### config.mk
export PLATFORM = sky130hd
export DESIGN_NAME = johnson_phase_dec_flat
export DESIGN_NICKNAME = d
export VERILOG_FILES = /design/src/rtl/johnson_phase_dec_pkg.sv /design/src/rtl/johnson_phase_dec_if.sv /design/src/rtl/johnson_phase_dec_decode.sv /design/src/rtl/johnson_phase_dec.sv /design/src/flat_wrapper.sv
export SDC_FILE = /design/constraint.sdc
export NUM_CORES = 1
export LEC_CHECK = 0
export ABC_AREA = 1
export CORE_MARGIN = 2
export CORE_UTILIZATION = 39
export CTS_CLUSTER_SIZE = 25
export DETAILED_ROUTE_END_ITERATION = 8
export GPL_ROUTABILITY_DRIVEN = 1
export PLACE_DENSITY_LB_ADDON = 0.08
export SLEW_MARGIN = 20
export SYNTH_ARGS = -nofsm -noshare
export SYNTH_HDL_FRONTEND = slang
export SYNTH_SLANG_ARGS = --single-unit
### constraint.sdc
create_clock -name clk -period 2 [get_ports clk]
set_input_delay 0.4 -clock clk [delete_from_list [all_inputs] [get_ports clk]]
set_output_delay 0.4 -clock clk [all_outputs]
set_load 0.02 [all_outputs]
### src/rtl/johnson_phase_dec_pkg.sv
// Shared types and Johnson-code helpers for the phase decoder.
package johnson_pkg;

    typedef enum logic {SEARCH, LOCKED} jpd_state_t;

    // Widest Johnson code the helpers can evaluate; callers zero-extend.
    localparam int unsigned JC_MAXW = 32;

    typedef logic [JC_MAXW-1:0] jc_code_t;

    // A legal Johnson code has at most one 0/1 boundary across its n bits:
    // ones packed at the MSB end, ones packed at the LSB end, or uniform.
    function automatic logic jc_legal(input jc_code_t code, input int unsigned n);
        int unsigned edges;
        jc_code_t    sh;
        edges = 0;
        for (int unsigned i = 0; i < JC_MAXW - 1; i++) begin
            if (i + 1 < n) begin
                sh = code >> i;
                if (sh[0] != sh[1]) edges++;
            end
        end
        return (edges <= 1);
    endfunction

    // Phase index of a legal code: popcount when the MSB is set, otherwise
    // 2n - popcount, with all-zeros mapping to phase 0.
    function automatic int unsigned jc_idx(input jc_code_t code, input int unsigned n);
        int unsigned ones;
        jc_code_t    sh;
        ones = 0;
        for (int unsigned i = 0; i < JC_MAXW; i++) begin
            if (i < n) begin
                sh   = code >> i;
                ones += {31'b0, sh[0]};
            end
        end
        sh = code >> (n - 1);
        if (sh[0])          return ones;
        else if (ones == 0) return 0;
        else                return 2 * n - ones;
    endfunction

endpackage

### src/rtl/johnson_phase_dec_if.sv
// Upstream code input and decoded phase outputs of the Johnson phase decoder.
interface johnson_phase_dec_if #(
    parameter int unsigned N = 4
);
    localparam int unsigned IW = $clog2(2 * N);

    logic [N-1:0]   tr_cntr;
    logic           clr_err;
    logic [2*N-1:0] phase_oh;
    logic [IW-1:0]  phase_idx;
    logic           locked;
    logic           wrap;
    logic           err_pulse;
    logic [7:0]     err_cnt;

    modport master (
        output tr_cntr, clr_err,
        input  phase_oh, phase_idx, locked, wrap, err_pulse, err_cnt
    );

    modport slave (
        input  tr_cntr, clr_err,
        output phase_oh, phase_idx, locked, wrap, err_pulse, err_cnt
    );

endinterface

### src/rtl/johnson_phase_dec_decode.sv
// Combinational Johnson code classifier: legality flag and phase index.
module johnson_decode
    import johnson_pkg::*;
#(
    parameter int unsigned N = 4,
    localparam int unsigned IW = $clog2(2 * N)
) (
    input  logic [N-1:0]  code,
    output logic          legal,
    output logic [IW-1:0] idx
);

    jc_code_t wide;

    // Zero-extend the code and evaluate the shared helpers.
    always_comb begin
        wide         = '0;
        wide[N-1:0]  = code;
        legal        = jc_legal(wide, N);
        idx          = IW'(jc_idx(wide, N));
    end

endmodule

### src/rtl/johnson_phase_dec.sv
// Checks a Johnson counter's sequence, locks after LOCK_CNT good steps and
// emits a registered one-hot phase, phase index, wrap marker and error stats.
module johnson_phase_dec
    import johnson_pkg::*;
#(
    parameter int unsigned N        = 4,
    parameter int unsigned LOCK_CNT = 3
) (
    input  logic                clk,
    input  logic                rst,
    johnson_phase_dec_if.slave  bus
);

    localparam int unsigned  P        = 2 * N;
    localparam int unsigned  IW       = $clog2(P);
    localparam logic [IW-1:0] LAST_IDX = IW'(P - 1);
    localparam logic [3:0]   LOCK_TGT = 4'(LOCK_CNT);

    logic          dec_legal;
    logic [IW-1:0] dec_idx;

    logic          cur_legal, prv_legal;
    logic [IW-1:0] cur_idx, prv_idx;
    logic [IW-1:0] prv_succ;
    logic          step_ok;

    jpd_state_t    state, state_next;
    logic [3:0]    ok_cnt, ok_cnt_next;
    logic          err_event;

    logic [P-1:0]  oh_q;
    logic [IW-1:0] idx_q;
    logic          locked_q;
    logic          wrap_q;
    logic          err_pulse_q;
    logic [7:0]    err_cnt_q;

    johnson_decode #(.N(N)) u_decode (
        .code  (bus.tr_cntr),
        .legal (dec_legal),
        .idx   (dec_idx)
    );

    // S1 pipeline: current decoded sample and the one before it.
    always_ff @(posedge clk) begin
        if (rst) begin
            cur_legal <= 1'b0;
            prv_legal <= 1'b0;
            cur_idx   <= '0;
            prv_idx   <= '0;
        end else begin
            cur_legal <= dec_legal;
            cur_idx   <= dec_idx;
            prv_legal <= cur_legal;
            prv_idx   <= cur_idx;
        end
    end

    // Successor check with wrap from the last phase back to phase 0.
    always_comb begin
        prv_succ = (prv_idx == LAST_IDX) ? '0 : prv_idx + IW'(1);
        step_ok  = cur_legal & prv_legal & (cur_idx == prv_succ);
    end

    // Lock state register and good-step run counter.
    always_ff @(posedge clk) begin
        if (rst) begin
            state  <= SEARCH;
            ok_cnt <= '0;
        end else begin
            state  <= state_next;
            ok_cnt <= ok_cnt_next;
        end
    end

    // Next-state logic: count good steps while searching, drop lock on a bad step.
    always_comb begin
        state_next  = state;
        ok_cnt_next = ok_cnt;
        err_event   = 1'b0;
        unique case (state)
            SEARCH: begin
                ok_cnt_next = step_ok ? ok_cnt + 4'd1 : '0;
                if (step_ok && (ok_cnt_next == LOCK_TGT)) state_next = LOCKED;
            end
            LOCKED: begin
                if (!step_ok) begin
                    state_next  = SEARCH;
                    ok_cnt_next = '0;
                    err_event   = 1'b1;
                end
            end
            default: begin
                state_next  = SEARCH;
                ok_cnt_next = '0;
            end
        endcase
    end

    // Registered phase outputs driven from the next state and the current index.
    always_ff @(posedge clk) begin
        if (rst) begin
            oh_q        <= '0;
            idx_q       <= '0;
            locked_q    <= 1'b0;
            wrap_q      <= 1'b0;
            err_pulse_q <= 1'b0;
        end else begin
            err_pulse_q <= err_event;
            if (state_next == LOCKED) begin
                oh_q     <= P'(1) << cur_idx;
                idx_q    <= cur_idx;
                locked_q <= 1'b1;
                wrap_q   <= (cur_idx == '0);
            end else begin
                oh_q     <= '0;
                idx_q    <= '0;
                locked_q <= 1'b0;
                wrap_q   <= 1'b0;
            end
        end
    end

    // Saturating lock-loss counter; a clear coinciding with an error leaves 1.
    always_ff @(posedge clk) begin
        if (rst) begin
            err_cnt_q <= '0;
        end else if (bus.clr_err) begin
            err_cnt_q <= err_event ? 8'd1 : 8'd0;
        end else if (err_event && (err_cnt_q != 8'hFF)) begin
            err_cnt_q <= err_cnt_q + 8'd1;
        end
    end

    assign bus.phase_oh  = oh_q;
    assign bus.phase_idx = idx_q;
    assign bus.locked    = locked_q;
    assign bus.wrap      = wrap_q;
    assign bus.err_pulse = err_pulse_q;
    assign bus.err_cnt   = err_cnt_q;

endmodule

### src/flat_wrapper.sv
// flat-port wrapper written by rule: the top's interface ports become plain ports
module johnson_phase_dec_flat import johnson_pkg::*;
#(
    parameter int unsigned N        = 4,
    parameter int unsigned LOCK_CNT = 3
)
  (clk, rst, bus_tr_cntr, bus_clr_err, bus_phase_oh, bus_phase_idx, bus_locked, bus_wrap, bus_err_pulse, bus_err_cnt);
  johnson_phase_dec_if #(.N(N)) bus_i ();
  input  logic clk;
  input  logic rst;
  input wire logic [$bits(bus_i.tr_cntr)-1:0] bus_tr_cntr;
  input wire logic [$bits(bus_i.clr_err)-1:0] bus_clr_err;
  output wire logic [$bits(bus_i.phase_oh)-1:0] bus_phase_oh;
  output wire logic [$bits(bus_i.phase_idx)-1:0] bus_phase_idx;
  output wire logic [$bits(bus_i.locked)-1:0] bus_locked;
  output wire logic [$bits(bus_i.wrap)-1:0] bus_wrap;
  output wire logic [$bits(bus_i.err_pulse)-1:0] bus_err_pulse;
  output wire logic [$bits(bus_i.err_cnt)-1:0] bus_err_cnt;
  assign bus_i.tr_cntr = bus_tr_cntr;
  assign bus_i.clr_err = bus_clr_err;
  assign bus_phase_oh = bus_i.phase_oh;
  assign bus_phase_idx = bus_i.phase_idx;
  assign bus_locked = bus_i.locked;
  assign bus_wrap = bus_i.wrap;
  assign bus_err_pulse = bus_i.err_pulse;
  assign bus_err_cnt = bus_i.err_cnt;
  johnson_phase_dec #(.N(N), .LOCK_CNT(LOCK_CNT)) u_core (.clk(clk), .rst(rst), .bus(bus_i));
endmodule
== After elaboration in Yosys (flattened, before gate mapping) ==
Index checks and enable logic that the tools add are counted.

* Register bits: 35
* Bits of input ports: 7
* Output and inout bits: 22
* Logic and storage cells: 59

* Add/subtract/negate cells: 9
* Magnitude comparators: 1
* Equal/unequal tests: 8
* Shifts and indexed selects: 1
* Muxes and demuxes: 18
* Bitwise gates (word level): 4
* Reductions and logical operators: 6

{| class="wikitable"
|+ Operators by type and width
! kind !! count
|-
| $add A32 B1 Y32 const B || 1
|-
| $le A32 B1 Y1 const B || 1
|-
| $logic_not A32 Y1 || 1
|-
| $mux W32 || 1
|-
| $mux W8 || 2
|-
| $mux W3 || 3
|-
| $add A8 B1 Y8 const B || 1
|-
| $mux W4 || 2
|-
| $ne A8 B8 Y1 const B || 1
|-
| $pmux W4 S2 || 1
|-
| $shl A1 B3 Y8 const A || 1
|-
| $mux W1 || 7
|-
| $add A3 B1 Y4 || 1
|-
| $add A4 B1 Y4 const B || 1
|-
| $eq A4 B2 Y1 const B || 1
|-
| $add A2 B1 Y3 || 1
|-
| $add A3 B1 Y3 const B || 1
|-
| $eq A3 B3 Y1 || 1
|-
| $eq A3 B3 Y1 const B || 1
|-
| $logic_not A3 Y1 || 1
|-
| $ne A1 B1 Y1 || 3
|-
| $sub A1 B3 Y3 const A || 1
|-
| $add A1 B1 Y2 || 1
|-
| $add A1 B1 Y2 const B || 1
|-
| 8 further kinds || 11
|}

== Longest topological paths before layout ==
Gate-level depths: netlist of run 1.

* Depth in word-level cells: 11
* Gate-level depth with buffers: 11
* Mapped depth without buffers: 11

== Hierarchy ==
From an unflattened synthesis of run 1, not the netlist that was laid out.

* Cells, all modules: 205
* Area, all modules: 1611.5 um^2

{| class="wikitable"
|+ By module, submodules not included
! module !! instances !! cells an instance !! area an instance (um^2) !! sequential area each (um^2)
|-
| johnson_phase_dec || 1 || 180 || 1458.9 || 680.7
|-
| johnson_decode || 1 || 25 || 152.6 || 0.0
|}

== Least setup slack after synthesis of run 1 ==
OpenSTA, ideal clock, no wires.

* Path kind: input -> register
* Start: in bus_tr_cntr[0]
* End: reg u_core.cur_idx[1]
* Setup time: 0.119 ns
* Arrival time: 1.806 ns
* Data required time: 1.881 ns
* Slack: 0.075 ns
* Stages: 7
* Buffers on the path: 0
* Path through: fa_1 ha_1 ha_1 inv_1 ha_1 o21ai_0 a21oi_1

* Word-level cells in the longest chain between the ends: 6
* Elaborated cells between the ends (all ways): 7
* Classes of those cells: add/sub: 4; mux: 2; reduce/logical: 1

{| class="wikitable"
|+ Ends and longest elaborated chain
! item !! line !! source
|-
| start: declaration || flat_wrapper.sv:11 || <nowiki>input wire logic [$bits(bus_i.tr_cntr)-1:0] bus_tr_cntr;</nowiki>
|-
| $add A1 B1 Y2 (*) || johnson_phase_dec_pkg.sv:35 || <nowiki>ones += {31'b0, sh[0]};</nowiki>
|-
| $add A2 B1 Y3 (*) || johnson_phase_dec_pkg.sv:35 ||
|-
| $add A3 B1 Y4 (*) || johnson_phase_dec_pkg.sv:35 ||
|-
| $sub A1 B3 Y3 / $logic_not A32 Y1 (equally long branches) || johnson_phase_dec_pkg.sv:41, johnson_phase_dec_pkg.sv:40 ||
|-
| $mux W3 || johnson_phase_dec_pkg.sv:40 || <nowiki>else if (ones == 0) return 0;</nowiki>
|-
| $mux W3 (*) || johnson_phase_dec_pkg.sv:39 || <nowiki>if (sh[0]) return ones;</nowiki>
|-
| end signal: assignment || johnson_phase_dec.sv:53 || <nowiki>cur_idx <= dec_idx;</nowiki>
|-
| end: declaration || johnson_phase_dec.sv:23 || <nowiki>logic [IW-1:0] cur_idx, prv_idx;</nowiki>
|}

Every way passes the cells marked *; elsewhere a longest branch is shown, timed or not.
A chain may end at the register's enable or synchronous reset.

== Worst setup path after layout of run 1 ==
* Start: in bus_tr_cntr[0]
* End: reg u_core.cur_idx[2]

The elaborated chain is that of the path after synthesis.

==> results_dict.tcl, run 1 <==
set metrics [dict create \
    hold_path.startpoint "u_core.cur_legal" \
    viasPerCell 4.72 \
    synth_flop_cell "dfxtp_1" \
    core_area_sq_um 3740 \
    ys_warn_count 0 \
    postLayoutCoreUtil 0.553 \
    worst_r2r_endpoint "u_core.bus.err_cnt[2]" \
    critical_path_class "primary input to register" \
    grt_pass1_vias 1226 \
    ant_nets 0 \
    final_cell_mix "37 x nor2_1, 36 x nand2_1, 34 x dfxtp_1" \
    placed_area_sq_um 1940 \
    startpoint_type "primary input" \
    start_util 0.416 \
    synth.avg_cell_area_sq_um 7.83 \
    die_h_um 67.2 \
    cp_max_fo 2 \
    grt_use_total 0.155 \
    cp_data_arrival_time_ps 2150 \
    synth_area_sq_um 1560 \
    cts.reportedPaths.clkPinSlew_ps 70 \
    maxCapViolations 0 \
    fmax_ghz 0.518 \
    port_buffers 28 \
    slew_headroom 0.819 \
    area_delta_synth_final_pct 32.8 \
    fin_area_sq_um 2070 \
    rr_worst_depth 11 \
    clk-insertion-delay-late_ps 280 \
    drtPass1Iterations 4 \
    grt_pass1_wl_mm 5.17 \
    numCtsBuffers 5 \
    cts-root-buf "clkbuf_8" \
    globalplace.congestion 0.801 \
    clock_path_buffers 2 \
    dp_slack_ps -488 \
    finalWorstSetupSlack_ps 68.8 \
    synth_seq_cells 34 \
    end_kind "register" \
    yosysSeqAreaShare 0.437 \
    ys_async_sr_fraction 0 \
    n_antenna_cell 0 \
    fp.dieW_um 67.2 \
    postCtsHoldBufs 0 \
    min_to "u_core.prv_legal" \
    clock_sinks 34 \
    hold_path_class "register to register" \
    outcome "finished, final reports clean" \
    netlist_instances 199 \
    power_leakage_nw 0.876 \
    fin_crit_sh 0.966 \
    final_common_cell "nor2_1" \
    timing.clock.skew_ps 3.15 \
    overflow 0 \
    synth_edf_count 0 \
    synth.distinct_cells 27 \
    hold_violations 0 \
    fin_cells 287 \
    hold_slack_ps 424 \
    rsz0062_at_grt "false" \
    hpwl_mm 2.25 \
    slew_violations 0 \
    row_count 22 \
    dpl.cell_count 279 \
    finish.net_count 256 \
    wl_per_cell_um 10.3 \
    vias 1355 \
    finalSetupViolations 0 \
    grt_antenna_before_repair 0 \
    r2r_slack_ps 260 \
    cts_tree "yes" \
    fill_cells 361 \
    syn-num-nets 217 \
    whs_path_depth 2 \
    dieArea_sq_um 4520 \
    ir_drop_v 0.000279 \
    ios 29 \
    drive_gt1_frac 0.109 \
    drt-total-wl_mm 2.97 \
    timing.rr.start "u_core.prv_idx[0]" \
    cellPowerDensity_nw_per_um2 772 \
    period_minus_slack_ps 1930 \
    drtIter0Drc 46 \
    htree_levels 2 \
    cp.required_ps 2220 \
    drc 0 \
    tightest_slew_ps 271 \
    grt_max_degree 14 \
]
-- report_power, final --
group	leakage, nW	internal, mW	switching (mW)
Clock	0.0683	0.499	0.252
Sequential	0.275	0.694	0.0130
Combinational	0.533	0.0586	0.0822
Total	0.876	1.25	0.347
-- worst max-delay path by stage --
stage | endpoint | slack [ps] | start | cells after the start
after floorplan | u_core.cur_idx[1] | 70 | bus_tr_cntr[0] | 7
after global placement | u_core.cur_idx[1] | -420 | bus_tr_cntr[0] | 8
final | u_core.cur_idx[2] | 70 | bus_tr_cntr[0] | 9
after detailed placement | u_core.cur_idx[1] | -490 | bus_tr_cntr[0] | 8
after global routing | u_core.cur_idx[2] | 7 | bus_tr_cntr[0] | 9
after CTS | u_core.cur_idx[1] | 70 | bus_tr_cntr[0] | 8
-- synth_stat cells, types with 2 or more instances --
| library cell | count | area [sq um] |
|---|---|---|
| nand4_1 | 3 | 18.8 |
| o21ai_0 | 5 | 25.0 |
| dfxtp_1 | 34 | 681 |
| nor2_2 | 2 | 12.5 |
| a21oi_1 | 8 | 40.0 |
| nand3_1 | 12 | 60.1 |
| nand3_2 | 3 | 30.0 |
| a211oi_1 | 2 | 15.0 |
| nand2_1 | 36 | 135 |
| nor2_1 | 37 | 139 |
| clkbuf_1 | 2 | 7.51 |
| ha_1 | 10 | 125 |
| xor2_1 | 3 | 26.3 |
| xnor2_1 | 2 | 17.5 |
| inv_1 | 25 | 93.8 |
| nor3_1 | 4 | 20.0 |
-- critical path, cell delays in order --
cell and delay [ps]:
dlygate4sd2_1 260, fa_1 480, ha_1 190, ha_1 270, inv_1 50, ha_1 180
nor2_1 120, o21ai_0 90, a21oi_1 110
-- per-layer routing --
layer / GRT usage / routed length (um) / vias to the layer above
li1: - / - / 711
met1: 0.179 / 1390 / 615
met2: 0.252 / 1360 / 24
met3: 0.0550 / 150 / 5
met4: 0.0842 / 63 / 0
met5: 0 / 0 / -
-- final cells by class --
cell class / count / area, sq um / area share
tap: 48 / 60.1 / 0.0290
timing repair buffer: 34 / 322 / 0.155
multi-input combinational: 137 / 773 / 0.373
clock buffer: 5 / 68.8 / 0.0332
sequential: 34 / 681 / 0.329
clock inverter: 3 / 68.8 / 0.0332
inverter: 26 / 97.6 / 0.0471
-- logic make-up (layout without fill, tap and decap cells) --
logic type / count (synthesis) / after routing / share of synthesized area
buf+inv: 28 / 68 / 0.0674
simple gates: 102 / 102 / 0.293
compound gates: 19 / 19 / 0.0819
xor+xnor: 5 / 5 / 0.0281
fa+ha+maj: 11 / 11 / 0.0931
flops: 34 / 34 / 0.437
-- what timing repair did --
action / 4_1_cts / 5_1_grt
cloned: 0 / 0
endpoints found under the setup margin: 2 / 1
hold endpoints to repair: 0 / 0
buffers inserted: 0 / 0
gates resized for setup: 4 / 0
pin swaps: 1 / 1
-- per-stage QoR --
stage	TNS (ps)	power [mW]
finish	0	1.60
global route	0	1.69
CTS	0	1.62
detailed placement	-923	0.865
global placement	-796	0.860
floorplan	0	0.812
-- state kept, by name, summed over array words and instances (netlist names) --
signal	cells
u_core.bus.err_cnt	8
u_core.bus.err_pulse	1
u_core.bus.phase_idx	3
u_core.bus.phase_oh	8
u_core.bus.wrap	1
u_core.cur_idx	3
u_core.cur_legal	1
u_core.ok_cnt	4
u_core.prv_idx	3
u_core.prv_legal	1
u_core.state	1
Note: power is estimated with default switching activity, not from simulation.
==> inputs of run 2 (changes only) <==
--- a/config.mk
+++ b/config.mk
@@ -15,4 +15,5 @@
 export SLEW_MARGIN = 20
 export SYNTH_ARGS = -nofsm -noshare
 export SYNTH_HDL_FRONTEND = slang
+export SYNTH_HIERARCHICAL = 1
 export SYNTH_SLANG_ARGS = --single-unit
==> run 2 against run 1 <==
Non-clock buffer count up 1. Highest routed layer unchanged. First-iteration DRC count up 41%. Largest cell class unchanged. Wire length up 1.4%. Register-to-register slack better by 160 ps. Largest power group is now sequential cells.
==> results_dict.tcl, run 2 <==
set metrics [dict create \
    outcome "finished, final reports clean" \
    critical_path_class "primary input to register" \
    clk-insertion-delay-late_ps 280 \
    netlist.area_leader.share 0.422 \
    total_power_mw 1.40 \
    timing.rr.start "u_core/bus.err_cnt[0]" \
    synth_common_cells "37 x nand2_1, 36 x nor2_1, 34 x dfxtp_1" \
    hold_violations 0 \
    synthTopCellsByArea "dfxtp_1 42%, nand2_1 8.6%, nor2_1 8.4%" \
    synth.distinct_cells 27 \
    wl_per_cell_um 10.2 \
    finalSetupViolations 0 \
    ir_drop_v 0.000309 \
    final_cell_mix "37 x nand2_1, 35 x nor2_1, 34 x dfxtp_1" \
    synth_seq_cells 34 \
    area_delta_synth_final_pct 31.1 \
    final_common_cell "nand2_1" \
    start_util 0.403 \
    slew_headroom 0.757 \
    ys_async_sr_fraction 0 \
    cts-root-buf "clkbuf_8" \
    globalplace.congestion 0.780 \
    power_leakage_nw 0.911 \
    whs_path_depth 2 \
    synth_edf_count 0 \
    overflow 0 \
    viasPerCell 4.44 \
    cts.reportedPaths.clkPinSlew_ps 70 \
    numCtsBuffers 5 \
    rsz0062_at_grt "false" \
    die_h_um 68.3 \
    grt_antenna_before_repair 0 \
    ios 29 \
    yosysMostFrequentCell "nand2_1" \
    grt_pass1_wl_mm 5.33 \
    period_minus_slack_ps 1900 \
    htree_levels 2 \
    finish.net_count 258 \
    port_buffers 28 \
    tightest_slew_ps 363 \
    drive_gt1_frac 0.209 \
    grt_max_degree 16 \
    hpwl_mm 2.37 \
    hold_path_class "register to register" \
    fp.dieW_um 68.3 \
    rr_worst_depth 8 \
    synth.largest_area_cell "dfxtp_1" \
    ys_warn_count 6 \
    synth_flop_cell "dfxtp_1" \
    worst_r2r_endpoint "u_core/bus.err_cnt[4]" \
    slew_violations 0 \
    syn-num-nets 220 \
    core_area_sq_um 4000 \
    yosysSeqAreaShare 0.422 \
    synth.avg_cell_area_sq_um 7.86 \
    cp_data_arrival_time_ps 2120 \
    timing.clock.skew_ps 4.60 \
    drt-total-wl_mm 3.01 \
    n_antenna_cell 0 \
    cellPowerDensity_nw_per_um2 665 \
    maxCapViolations 0 \
    netlist_instances 205 \
    end_kind "register" \
    ant_nets 0 \
    hold_slack_ps 437 \
    fmax_ghz 0.527 \
    row_count 23 \
    dieArea_sq_um 4660 \
    cts_tree "yes" \
    postCtsHoldBufs 0 \
    drc 0 \
    startpoint "bus_tr_cntr[3]" \
    r2r_slack_ps 420 \
    fin_crit_sh 0.948 \
    clock_sinks 34 \
    grt_use_total 0.153 \
    grt_pass1_vias 1243 \
    drtPass1Iterations 4 \
    drtIter0Drc 65 \
    startpoint_type "primary input" \
    vias 1304 \
    clock_path_buffers 2 \
    cp_max_fo 2 \
    synth_area_sq_um 1610 \
    cp.required_ps 2220 \
    crit_end "u_core/cur_idx[2]" \
]
[run 2: cell types whose count changed after synthesis, moves of 3 or more]
cell     delta
inv_1       +5
inv_2       +4
nor3_1      -4
ha_1        -3
nand2_2     +3
nand2_4     +3
nand3_1     -3
o21ai_0     -3
[run 2: through the flow]
step | instances | setup TNS, ps | setup slack, ps | utilization | instance area (sq um)
after floorplan | 205 | 0 | 5.05 | - | 1640
after global placement | 286 | -1100 | -529 | 0.503 | 2010
after detailed placement | 286 | -1160 | -555 | 0.503 | 2010
after CTS | 294 | 0 | 5.06 | 0.529 | 2110
after global routing | 294 | 0 | 7.44 | 0.528 | 2110
final | 294 | 0 | 103 | 0.528 | 2110
[run 2: cell families (layout without fill, tap and decap cells)]
| group | Yosys count | count (layout) | share of synthesized area |
|---|---|---|---|
| AOI/OAI and AO/OA | 15 | 15 | 0.0660 |
| xor gates and xnor gates | 5 | 5 | 0.0272 |
| adders and majority gates | 8 | 8 | 0.0668 |
| buffers and inverters | 40 | 79 | 0.100 |
| DFF | 34 | 34 | 0.422 |
| and+or+nand+nor | 103 | 103 | 0.318 |
[run 2: power breakdown]
part / internal, mW / switching (mW)
combinational: 0.0797 / 0.104
clock: 0.276 / 0.236
sequential: 0.694 / 0.0151
[run 2: worst max-delay path, stage by stage]
cell	delay [ps]
clkdlybuf4s15_1	190
inv_2	50
fa_1	510
inv_2	40
ha_4	150
ha_4	250
inv_2	40
ha_4	140
nor2_2	80
xor2_1	140
inv_1	50
nor2_1	70
[run 2: metal layers]
layer / wire length [um] / track usage
met1: 1400 / 0.185
met2: 1460 / 0.255
met3: 100 / 0.0493
met4: 49 / 0.0525
met5: 0 / 0
[run 2: layout make-up]
cell class | instances | area [sq um]
clock buffers | 6 | 82.6
clock inverters | 2 | 12.5
fillers | 378 | 1890
inverters | 36 | 138
multi-input cells | 131 | 810
flip-flops and latches | 34 | 681
well taps | 50 | 62.6
repair buffers | 35 | 327
[run 2: worst min path at each step]
stage | from | endpoint | slack (ps)
floorplan | u_core/cur_legal | u_core/prv_legal | 420
global placement | u_core/cur_legal | u_core/prv_legal | 430
detailed placement | u_core/cur_legal | u_core/prv_legal | 430
CTS | u_core/cur_legal | u_core/prv_legal | 440
global route | u_core/cur_legal | u_core/prv_legal | 490
finish | u_core/cur_legal | u_core/prv_legal | 440
[run 2: timing repair]
action | CTS | global route
resized for setup | 6 | 4
pin swaps | 3 | 2
endpoints found under the hold margin | 0 | 0
endpoints found under the setup margin | 2 | 2
setup buffers | 0 | 0
==> inputs of run 3 (changes only) <==
--- a/config.mk
+++ b/config.mk
@@ -12,7 +12,6 @@
 export DETAILED_ROUTE_END_ITERATION = 8
 export GPL_ROUTABILITY_DRIVEN = 1
 export PLACE_DENSITY_LB_ADDON = 0.08
-export SLEW_MARGIN = 20
 export SYNTH_ARGS = -nofsm -noshare
 export SYNTH_HDL_FRONTEND = slang
 export SYNTH_HIERARCHICAL = 1
==> results of run 3 <==
No change in the layout: final DEF, timing and power equal those of run 2.
